$ cat src/rtl/rx_link_controller.sv
// Receiver link sequencer: acquires K28.5 symbol lock, drives the datapath read enable,
// and drops back to search when commas go missing or decoder errors pile up.
module rx_link_controller #(
  parameter int LOCK_COMMAS   = 4,
  parameter int COMMA_TIMEOUT = 64,
  parameter int ERR_THRESH    = 4,
  parameter int ERR_WINDOW    = 16,
  parameter int CNT_W         = 8
) (
  input  logic       i_clk,
  input  logic       i_rst,
  input  logic       i_enb,
  input  logic       i_sym_strobe,
  input  logic       i_esk285,
  input  logic       i_error_probable,
  output logic       o_lectura_enb,
  output logic       o_link_up,
  output logic       o_lock_lost,
  output logic [1:0] o_state,
  output logic [7:0] o_err_total
);

  typedef enum logic [1:0] {IDLE = 2'b00, SEARCH = 2'b01, ALIGN = 2'b10, LOCKED = 2'b11} state_t;

  localparam logic [CNT_W-1:0] LP_LOCK    = CNT_W'(LOCK_COMMAS);
  localparam logic [CNT_W-1:0] LP_TIMEOUT = CNT_W'(COMMA_TIMEOUT);
  localparam logic [CNT_W-1:0] LP_THRESH  = CNT_W'(ERR_THRESH);
  localparam logic [CNT_W-1:0] LP_WINDOW  = CNT_W'(ERR_WINDOW);

  state_t           r_state, w_state_nxt;
  logic [CNT_W-1:0] r_comma_cnt, r_gap_cnt, r_win_cnt, r_err_cnt;
  logic [CNT_W-1:0] w_comma_nxt, w_gap_nxt, w_win_nxt, w_err_nxt;
  logic [CNT_W-1:0] w_comma_inc, w_gap_inc, w_win_inc, w_err_inc;
  logic [CNT_W-1:0] w_err_acc, w_gap_acc;
  logic [7:0]       r_err_total, w_err_total_nxt;
  logic             r_lectura_enb, r_link_up, r_lock_lost, w_lock_lost_nxt;
  logic             w_err_hit;

  // Counters hold at all-ones rather than wrapping back to zero.
  assign w_comma_inc = (&r_comma_cnt) ? r_comma_cnt : r_comma_cnt + 1'b1;
  assign w_gap_inc   = (&r_gap_cnt)   ? r_gap_cnt   : r_gap_cnt + 1'b1;
  assign w_win_inc   = (&r_win_cnt)   ? r_win_cnt   : r_win_cnt + 1'b1;
  assign w_err_inc   = (&r_err_cnt)   ? r_err_cnt   : r_err_cnt + 1'b1;
  assign w_err_hit   = i_sym_strobe & i_error_probable;
  assign w_err_acc   = w_err_hit ? w_err_inc : r_err_cnt;
  assign w_gap_acc   = i_esk285 ? '0 : (i_sym_strobe ? w_gap_inc : r_gap_cnt);

  always_comb begin
    w_state_nxt     = r_state;
    w_comma_nxt     = r_comma_cnt;
    w_gap_nxt       = r_gap_cnt;
    w_win_nxt       = r_win_cnt;
    w_err_nxt       = r_err_cnt;
    w_err_total_nxt = r_err_total;
    w_lock_lost_nxt = 1'b0;
    if (!i_enb) begin
      w_state_nxt = IDLE;
      w_comma_nxt = '0;
      w_gap_nxt   = '0;
      w_win_nxt   = '0;
      w_err_nxt   = '0;
    end else begin
      case (r_state)
        IDLE: begin
          w_state_nxt = SEARCH;
          w_comma_nxt = '0;
          w_gap_nxt   = '0;
          w_win_nxt   = '0;
          w_err_nxt   = '0;
        end
        SEARCH: begin
          if (i_esk285) begin
            w_state_nxt = ALIGN;
            w_comma_nxt = CNT_W'(1);
            w_gap_nxt   = '0;
          end
        end
        ALIGN: begin
          if (w_err_hit) begin
            w_state_nxt = SEARCH;
            w_comma_nxt = '0;
            w_gap_nxt   = '0;
          end else if (r_comma_cnt >= LP_LOCK) begin
            w_state_nxt = LOCKED;
            w_gap_nxt   = '0;
            w_win_nxt   = '0;
            w_err_nxt   = '0;
          end else if (i_esk285) begin
            // A comma beats a timeout landing on the same cycle.
            w_comma_nxt = w_comma_inc;
            w_gap_nxt   = '0;
            if (w_comma_inc >= LP_LOCK) begin
              w_state_nxt = LOCKED;
              w_win_nxt   = '0;
              w_err_nxt   = '0;
            end
          end else if (i_sym_strobe) begin
            w_gap_nxt = w_gap_inc;
            if (w_gap_inc >= LP_TIMEOUT) begin
              w_state_nxt = SEARCH;
              w_comma_nxt = '0;
              w_gap_nxt   = '0;
            end
          end
        end
        LOCKED: begin
          if (w_err_hit && r_err_total != 8'hFF) w_err_total_nxt = r_err_total + 8'd1;
          // Threshold is evaluated before the window wrap so the wrap strobe's error still counts.
          if (w_err_acc >= LP_THRESH || w_gap_acc >= LP_TIMEOUT) begin
            w_state_nxt     = SEARCH;
            w_lock_lost_nxt = 1'b1;
            w_comma_nxt     = '0;
            w_gap_nxt       = '0;
            w_win_nxt       = '0;
            w_err_nxt       = '0;
          end else begin
            w_gap_nxt = w_gap_acc;
            if (i_sym_strobe && w_win_inc >= LP_WINDOW) begin
              w_win_nxt = '0;
              w_err_nxt = w_err_hit ? CNT_W'(1) : '0;
            end else begin
              w_win_nxt = i_sym_strobe ? w_win_inc : r_win_cnt;
              w_err_nxt = w_err_acc;
            end
          end
        end
        default: w_state_nxt = IDLE;
      endcase
    end
  end

  always_ff @(posedge i_clk or negedge i_rst) begin
    if (!i_rst) begin
      r_state       <= IDLE;
      r_comma_cnt   <= '0;
      r_gap_cnt     <= '0;
      r_win_cnt     <= '0;
      r_err_cnt     <= '0;
      r_err_total   <= '0;
      r_lectura_enb <= 1'b0;
      r_link_up     <= 1'b0;
      r_lock_lost   <= 1'b0;
    end else begin
      r_state       <= w_state_nxt;
      r_comma_cnt   <= w_comma_nxt;
      r_gap_cnt     <= w_gap_nxt;
      r_win_cnt     <= w_win_nxt;
      r_err_cnt     <= w_err_nxt;
      r_err_total   <= w_err_total_nxt;
      r_lectura_enb <= (w_state_nxt == ALIGN) || (w_state_nxt == LOCKED);
      r_link_up     <= (w_state_nxt == LOCKED);
      r_lock_lost   <= w_lock_lost_nxt;
    end
  end

  assign o_state       = r_state;
  assign o_lectura_enb = r_lectura_enb;
  assign o_link_up     = r_link_up;
  assign o_lock_lost   = r_lock_lost;
  assign o_err_total   = r_err_total;

endmodule

$ cat config.mk
export PLATFORM = sky130hd
export DESIGN_NAME = rx_link_controller
export DESIGN_NICKNAME = d
export VERILOG_FILES = /design/src/rtl/rx_link_controller.sv
export SDC_FILE = /design/constraint.sdc
export NUM_CORES = 1
export LEC_CHECK = 0
export CORE_UTILIZATION = 50
export DETAILED_ROUTE_END_ITERATION = 10
export PLACE_DENSITY = 0.81
export SKIP_LAST_GASP = 1
export SYNTH_ARGS = -nofsm -noshare
export SYNTH_HDL_FRONTEND = slang
export SYNTH_SLANG_ARGS = --single-unit
$ cat constraint.sdc
create_clock -name i_clk -period 3.03 [get_ports i_clk]
set_clock_uncertainty 0.1 [all_clocks]
set_input_delay 0.606 -clock i_clk [delete_from_list [all_inputs] [get_ports i_clk]]
set_output_delay 0.606 -clock i_clk [all_outputs]
set_load 0.005 [all_outputs]
==> impl_metrics.py, run 1 <==
metrics = {
    "hold_path": {
        "min_path_type": "primary input to asynchronous set/reset pin",
    },
    "timing": {
        "finalHoldViolCount": 0,
        "max_slew_margin_pct": 35.29,
        "slew_viol_final": 0,
        "finalCritPeriodShare_pct": 91.64,
        "tightestPinTransition_ns": 0.9706,
        "setup_violations": 0,
        "rsz0062_at_grt": "false",
        "fmaxAchievable_ghz": 0.3601,
        "fin_crit_ns": 2.777,
    },
    "synth": {
        "yosysTopAreaCellShare_pct": 42.74,
        "syn_inst": 278,
        "synth_top_cell_by_area": "dfrtp_1",
        "syn_area_per_cell_um2": 9.479,
        "synth_flop_cell": "dfrtp_1",
        "async_reset_ff_share_pct": 100.0,
        "syn-cell-area_um2": 2635,
        "yosysWarnings": 0,
        "yosysUniqueCellTypes": 55,
        "synth_edf_count": 0,
        "synth-seq-cells": 45,
        "synth_nets": 294,
        "ys_seq_area_share_pct": 42.74,
        "synth_area_leaders": "dfrtp_1 (43%), ha_1 (4.7%), nand2_1 (3.8%)",
    },
    "drt": {
        "wl_per_cell_um": 14.14,
        "wirelength_um": 5474,
        "ant_nets": 0,
        "wl_met2_um": 2596,
        "drt_iter0_drc": 135,
        "vias_per_cell": 5.713,
        "drc": 0,
        "met3_length_um": 214,
        "wl_met1_um": 2607,
        "num_vias": 2211,
        "routed.top_layer": "met4",
        "drtPass1Iterations": 4,
    },
    "power_and_ir_drop": {
        "p_total_mw": 1.228,
        "p_leak_nw": 1.395,
        "ir_drop_v": 0.0003387,
        "p_per_area_nw_per_um2": 390.3,
    },
    "cells_and_area": {
        "syn_to_final_growth_pct": 19.42,
        "drive_gt1_share_pct": 13.56,
        "n_fill_cell": 433,
        "final_core_util_pct": 62.01,
        "antennaDiodeCount": 0,
        "nets": 332,
    },
    "worst_setup_path": {
        "worst-path-max-fanout": 5,
        "worst-path-stages": 9,
        "crit_family": "simple AND/OR/NAND/NOR gates",
        "cp-end-kind": "flop",
        "r2r_setup_slack_ns": 0.34,
        "r2r-end": "r_gap_cnt[4]",
        "cp_slowest_stage_delay_ns": 0.51,
        "cp-startpoint": "i_sym_strobe",
        "path_class": "primary input to flop",
        "worst-endpoint-required_ns": 3.17,
        "crit_arrival_ns": 2.92,
        "crit_path_end": "r_err_cnt[1]",
        "critical_path_buf_inv_count": 2,
        "reg2reg_depth": 9,
        "crit_slowest_cell": "clkdlybuf4s50_1",
        "crit_chain": "clkdlybuf4s50_1 > and2_1 > a41oi_1 > o22ai_1 > or3_1 > nor4b_4 > buf_4 > a21o_1 > a22o_1",
        "start_kind": "primary input",
        "r2r_start": "r_gap_cnt[0]",
    },
    "die": {
        "die_x_um": 74.60,
        "start_util_pct": 51.92,
        "dieArea_um2": 5564,
        "ios": 19,
        "fp.coreArea_um2": 5075,
        "rows": 26,
        "die_y_um": 74.60,
    },
    "global_route": {
        "overflow": 0,
        "grt_pass1_wl_um": 9170,
        "first_global_vias": 1952,
        "grt_max_degree": 46,
        "grt_usage_pct": 21.97,
        "grt_antenna_before_repair": 0,
    },
    "clock_network": {
        "numClockSinks": 45,
        "cts_max_path_buffers": 2,
        "cts-resized-gates": 0,
        "clkTransAtPathRegs_ns": 0.08,
        "cts_buffers": 5,
        "ctsHoldBuffers": 0,
        "h-tree-depth": 2,
        "cts_tree": "built",
        "root_buffer": "clkbuf_8",
        "cts_setup_buffers": 0,
        "clock_latency_ns": 0.30,
    },
    "place": {
        "port_buffers": 18,
        "dpl.hpwl_um": 4068,
        "globalplace.congestion": 0.8520,
    },
    "outcome": {
        "outcome": "completed",
    },
    "run": {
        "drv_cap": 0,
    },
}
## cells by family after synthesis
family | Yosys count | synth area share, %
AND/OR/NAND/NOR | 124 | 26.31
AO/OA/AOI/OAI | 68 | 18.33
flip-flops | 45 | 42.74
buffers and inverters | 16 | 2.326
XOR/XNOR | 10 | 3.324
adder cells (fa/ha/maj) | 10 | 4.748
multiplexers | 5 | 2.231
## stage by stage
step / std cells / instance area, um^2 / TNS (ns) / hold WS (ns) / worst slack (ns)
final: 387 / 3147 / 0 / 0.3568 / 0.2533
after global routing: 387 / 3147 / 0 / 0.4227 / 0.1075
after CTS: 387 / 3147 / 0 / 0.3870 / 0.2763
after detailed placement: 379 / 3013 / -0.08466 / 0.3821 / -0.03146
after global placement: 379 / 3013 / 0 / 0.3778 / 0.03077
after floorplan: 278 / 2635 / 0 / 0.2104 / 0.4956
## cells in the final DEF (no fill, tap or decap), types with 5 or more instances in the layout
cell type,Yosys,layout
a311oi_1,5,5
nor2b_1,10,10
clkbuf_8,0,5
xnor2_1,6,6
clkdlybuf4s50_1,0,17
o21ai_0,9,9
nor3_1,5,5
buf_4,0,18
o21a_1,5,5
o21ai_1,5,5
a21oi_1,13,13
nand2_1,27,27
and2_1,13,13
ha_1,10,10
nand3_1,13,13
nand4_1,6,6
nor2_1,23,23
nand2b_1,5,5
dfrtp_1,45,45
nor4_1,5,5
inv_1,11,11
## synth_stat cells, types with 3 or more instances
cell      number
o21ai_1        5
a41oi_1        3
clkbuf_1       4
a21oi_1       13
inv_1         11
nand4_1        6
dfrtp_1       45
nor2b_1       10
o21ai_0        9
a311oi_1       5
nor4_1         5
o21a_1         5
a31oi_1        3
nor3b_1        3
ha_1          10
mux2_2         4
and2_1        13
nand2_1       27
o22ai_1        3
nand3_1       13
o22a_1         3
nor3_1         5
nor2_1        23
xor2_1         4
xnor2_1        6
nand2b_1       5
## per-layer routing
metal,track usage (%),vias to the layer above
li1,-,1099
met1,31.59,1061
met2,33.03,45
met3,5.014,6
met4,6.918,0
met5,0,-
## sequential cells by signal, summed over array words and instances (netlist names)
signal and cells:
o_state 2, o_lock_lost 1, r_gap_cnt 8, o_err_total 8, r_comma_cnt 8, r_win_cnt 8
r_err_cnt 8, o_lectura_enb 1, o_link_up 1
## worst min path at each step
stage / slack (ns) / to / cells past startpoint / start
2_1_floorplan: 0.21 / o_err_total[0] / 0 / i_rst
3_3_place_gp: 0.38 / o_err_total[5] / 1 / o_err_total[5]
3_5_place_dp: 0.38 / o_err_total[5] / 1 / o_err_total[5]
4_1_cts: 0.39 / r_comma_cnt[1] / 1 / i_rst
5_1_grt: 0.42 / o_err_total[7] / 1 / o_err_total[7]
6_report: 0.36 / r_comma_cnt[3] / 1 / i_rst
## power breakdown
| part | total, mW | internal (mW) | switching (mW) |
|---|---|---|---|
| clock | 0.529 | 0.327 | 0.201 |
| combinational | 0.0894 | 0.0353 | 0.0541 |
| sequential | 0.610 | 0.604 | 0.00600 |
| total | 1.23 | 0.967 | 0.261 |
## area by class of cell
type                            instances  area [um^2]  area share (%)
Clock buffer                            5        68.82           2.187
Timing Repair Buffer                   36        310.3           9.861
Inverter                               11        41.29           1.312
Multi-Input combinational cell        217         1448           46.00
Clock inverter                          3        65.06           2.068
Tap cell                               70        87.58           2.783
Sequential cell                        45         1126           35.79
Power figures use the tool's default switching activity.
==> run 2: changes to the inputs <==
--- a/config.mk
+++ b/config.mk
@@ -5,9 +5,11 @@
 export SDC_FILE = /design/constraint.sdc
 export NUM_CORES = 1
 export LEC_CHECK = 0
-export CORE_UTILIZATION = 50
+export CORE_UTILIZATION = 55
+export CTS_CLUSTER_DIAMETER = 200
 export DETAILED_ROUTE_END_ITERATION = 10
-export PLACE_DENSITY = 0.81
+export GPL_ROUTABILITY_DRIVEN = 0
+export PLACE_DENSITY = 0.86
 export SKIP_LAST_GASP = 1
 export SYNTH_ARGS = -nofsm -noshare
 export SYNTH_HDL_FRONTEND = slang
==> impl_metrics.py, run 2 (synthesized netlist as in run 1, its figures left out) <==
metrics = {
    "place": {
        "dpl.hpwl_um": 4172,
        "port_buffers": 18,
        "dp_slack_ns": -0.02931,
    },
    "worst_setup_path": {
        "path_class": "primary input to flop",
        "reg2reg_depth": 9,
        "start_kind": "primary input",
        "cp-startpoint": "i_sym_strobe",
        "crit_arrival_ns": 2.95,
        "crit_path_end": "r_win_cnt[0]",
        "cp-end-kind": "flop",
        "r2r-end": "r_gap_cnt[4]",
        "worst-endpoint-required_ns": 3.13,
        "r2r_setup_slack_ns": 0.36,
        "r2r_start": "r_gap_cnt[0]",
        "worst-path-max-fanout": 7,
    },
    "global_route": {
        "grt_pass1_wl_um": 10030,
        "grt_max_degree": 46,
        "grt_antenna_before_repair": 0,
        "overflow": 0,
        "grt_usage_pct": 24.96,
        "first_global_vias": 2143,
    },
    "cells_and_area": {
        "layout_commonest_cell": "dfrtp_1",
        "final_cell_mix": "dfrtp_1 (45), nand2_1 (27), nor2_1 (23)",
        "syn_to_final_growth_pct": 16.76,
        "nets": 329,
        "drive_gt1_share_pct": 12.78,
        "antennaDiodeCount": 0,
    },
    "outcome": {
        "violations": "DRC",
        "outcome": "finished, violations left",
    },
    "power_and_ir_drop": {
        "p_per_area_nw_per_um2": 369.7,
        "ir_drop_v": 0.0004004,
        "p_leak_nw": 1.364,
    },
    "clock_network": {
        "numClockSinks": 45,
        "clkTransAtPathRegs_ns": 0.08,
        "cts_buffers": 5,
        "cts_tree": "built",
        "root_buffer": "clkbuf_8",
        "cts-resized-gates": 0,
        "clock_latency_ns": 0.30,
        "ctsHoldBuffers": 0,
        "cts_max_path_buffers": 2,
        "cts_setup_buffers": 0,
        "h-tree-depth": 2,
    },
    "drt": {
        "drt_iter0_drc": 247,
        "ant_nets": 0,
        "drtPass1Iterations": 9,
        "wirelength_um": 5854,
        "vias_per_cell": 6.321,
        "num_vias": 2307,
        "drc": 1,
        "wl_per_cell_um": 16.04,
    },
    "die": {
        "rows": 24,
        "ios": 19,
        "die_x_um": 71.22,
        "dieArea_um2": 5072,
        "die_y_um": 71.22,
        "start_util_pct": 58.89,
        "fp.coreArea_um2": 4474,
    },
    "timing": {
        "rsz0062_at_grt": "false",
        "finalHoldViolCount": 0,
        "finalCritPeriodShare_pct": 94.11,
        "tightestPinTransition_ns": 0.9734,
        "setup_violations": 0,
        "fmaxAchievable_ghz": 0.3507,
        "fin_crit_ns": 2.852,
        "slew_viol_final": 0,
        "setup_tns_ns": 0,
        "worst_slack_ns": 0.1783,
        "max_slew_margin_pct": 35.11,
    },
    "run": {
        "drv_cap": 0,
    },
    "hold_path": {
        "min_path_type": "primary input to asynchronous set/reset pin",
    },
}
-- run 2: cell count changes in the layout (fill, tap and decap cells not counted) --
cell       delta
buf_4         -3
or3_1         -1
or3_4         +1
bufinv_16     -1
-- run 2: final cells by class --
type	instances	area, um^2
Clock buffer	5	68.82
Clock inverter	2	35.03
Fill cell	348	1398
Inverter	11	41.29
Multi-Input combinational cell	217	1453
Sequential cell	45	1126
Tap cell	52	65.06
Timing Repair Buffer	33	287.8
-- run 2: worst min-delay path by stage --
stage | end | slack [ns] | cells after the start
5_1_grt | r_comma_cnt[7] | 0.44 | 1
2_1_floorplan | o_err_total[0] | 0.21 | 0
4_1_cts | r_comma_cnt[7] | 0.39 | 1
6_report | r_comma_cnt[7] | 0.36 | 1
3_5_place_dp | o_err_total[7] | 0.40 | 1
3_3_place_gp | o_err_total[5] | 0.39 | 1
-- run 2: routing by layer --
metal	up-vias	share of wire, %	global-route usage [%]
li1	1093	-	-
met3	19	5.1	4.641
met1	1104	43	33.43
met4	0	2.0	8.444
met2	91	49	41.06
met5	-	0	0
-- run 2: through the flow --
step	cell area (um^2)	utilization [%]	cells	hold WS, ns	total power, mW
floorplan	2635	-	278	0.2104	0.6630
finish	3077	68.76	365	0.3561	1.137
global placement	2968	66.33	358	0.3853	0.7085
global route	3077	68.76	365	0.4401	1.181
CTS	3072	68.65	365	0.3898	1.147
detailed placement	2968	66.33	358	0.4016	0.7112
-- run 2: where the power goes --
group,switching (mW),internal [mW],leakage [nW]
registers,0.00678,0.604,0.626
clock network,0.196,0.240,0.0540
logic,0.0554,0.0349,0.683
total,0.258,0.879,1.36
-- run 2: critical path: stages --
cell	delay (ns)
clkdlybuf4s50_1	0.60
and2_1	0.26
a41oi_1	0.15
o22ai_1	0.28
nor4_1	0.11
a31oi_1	0.55
nand2_1	0.18
o31ai_1	0.23
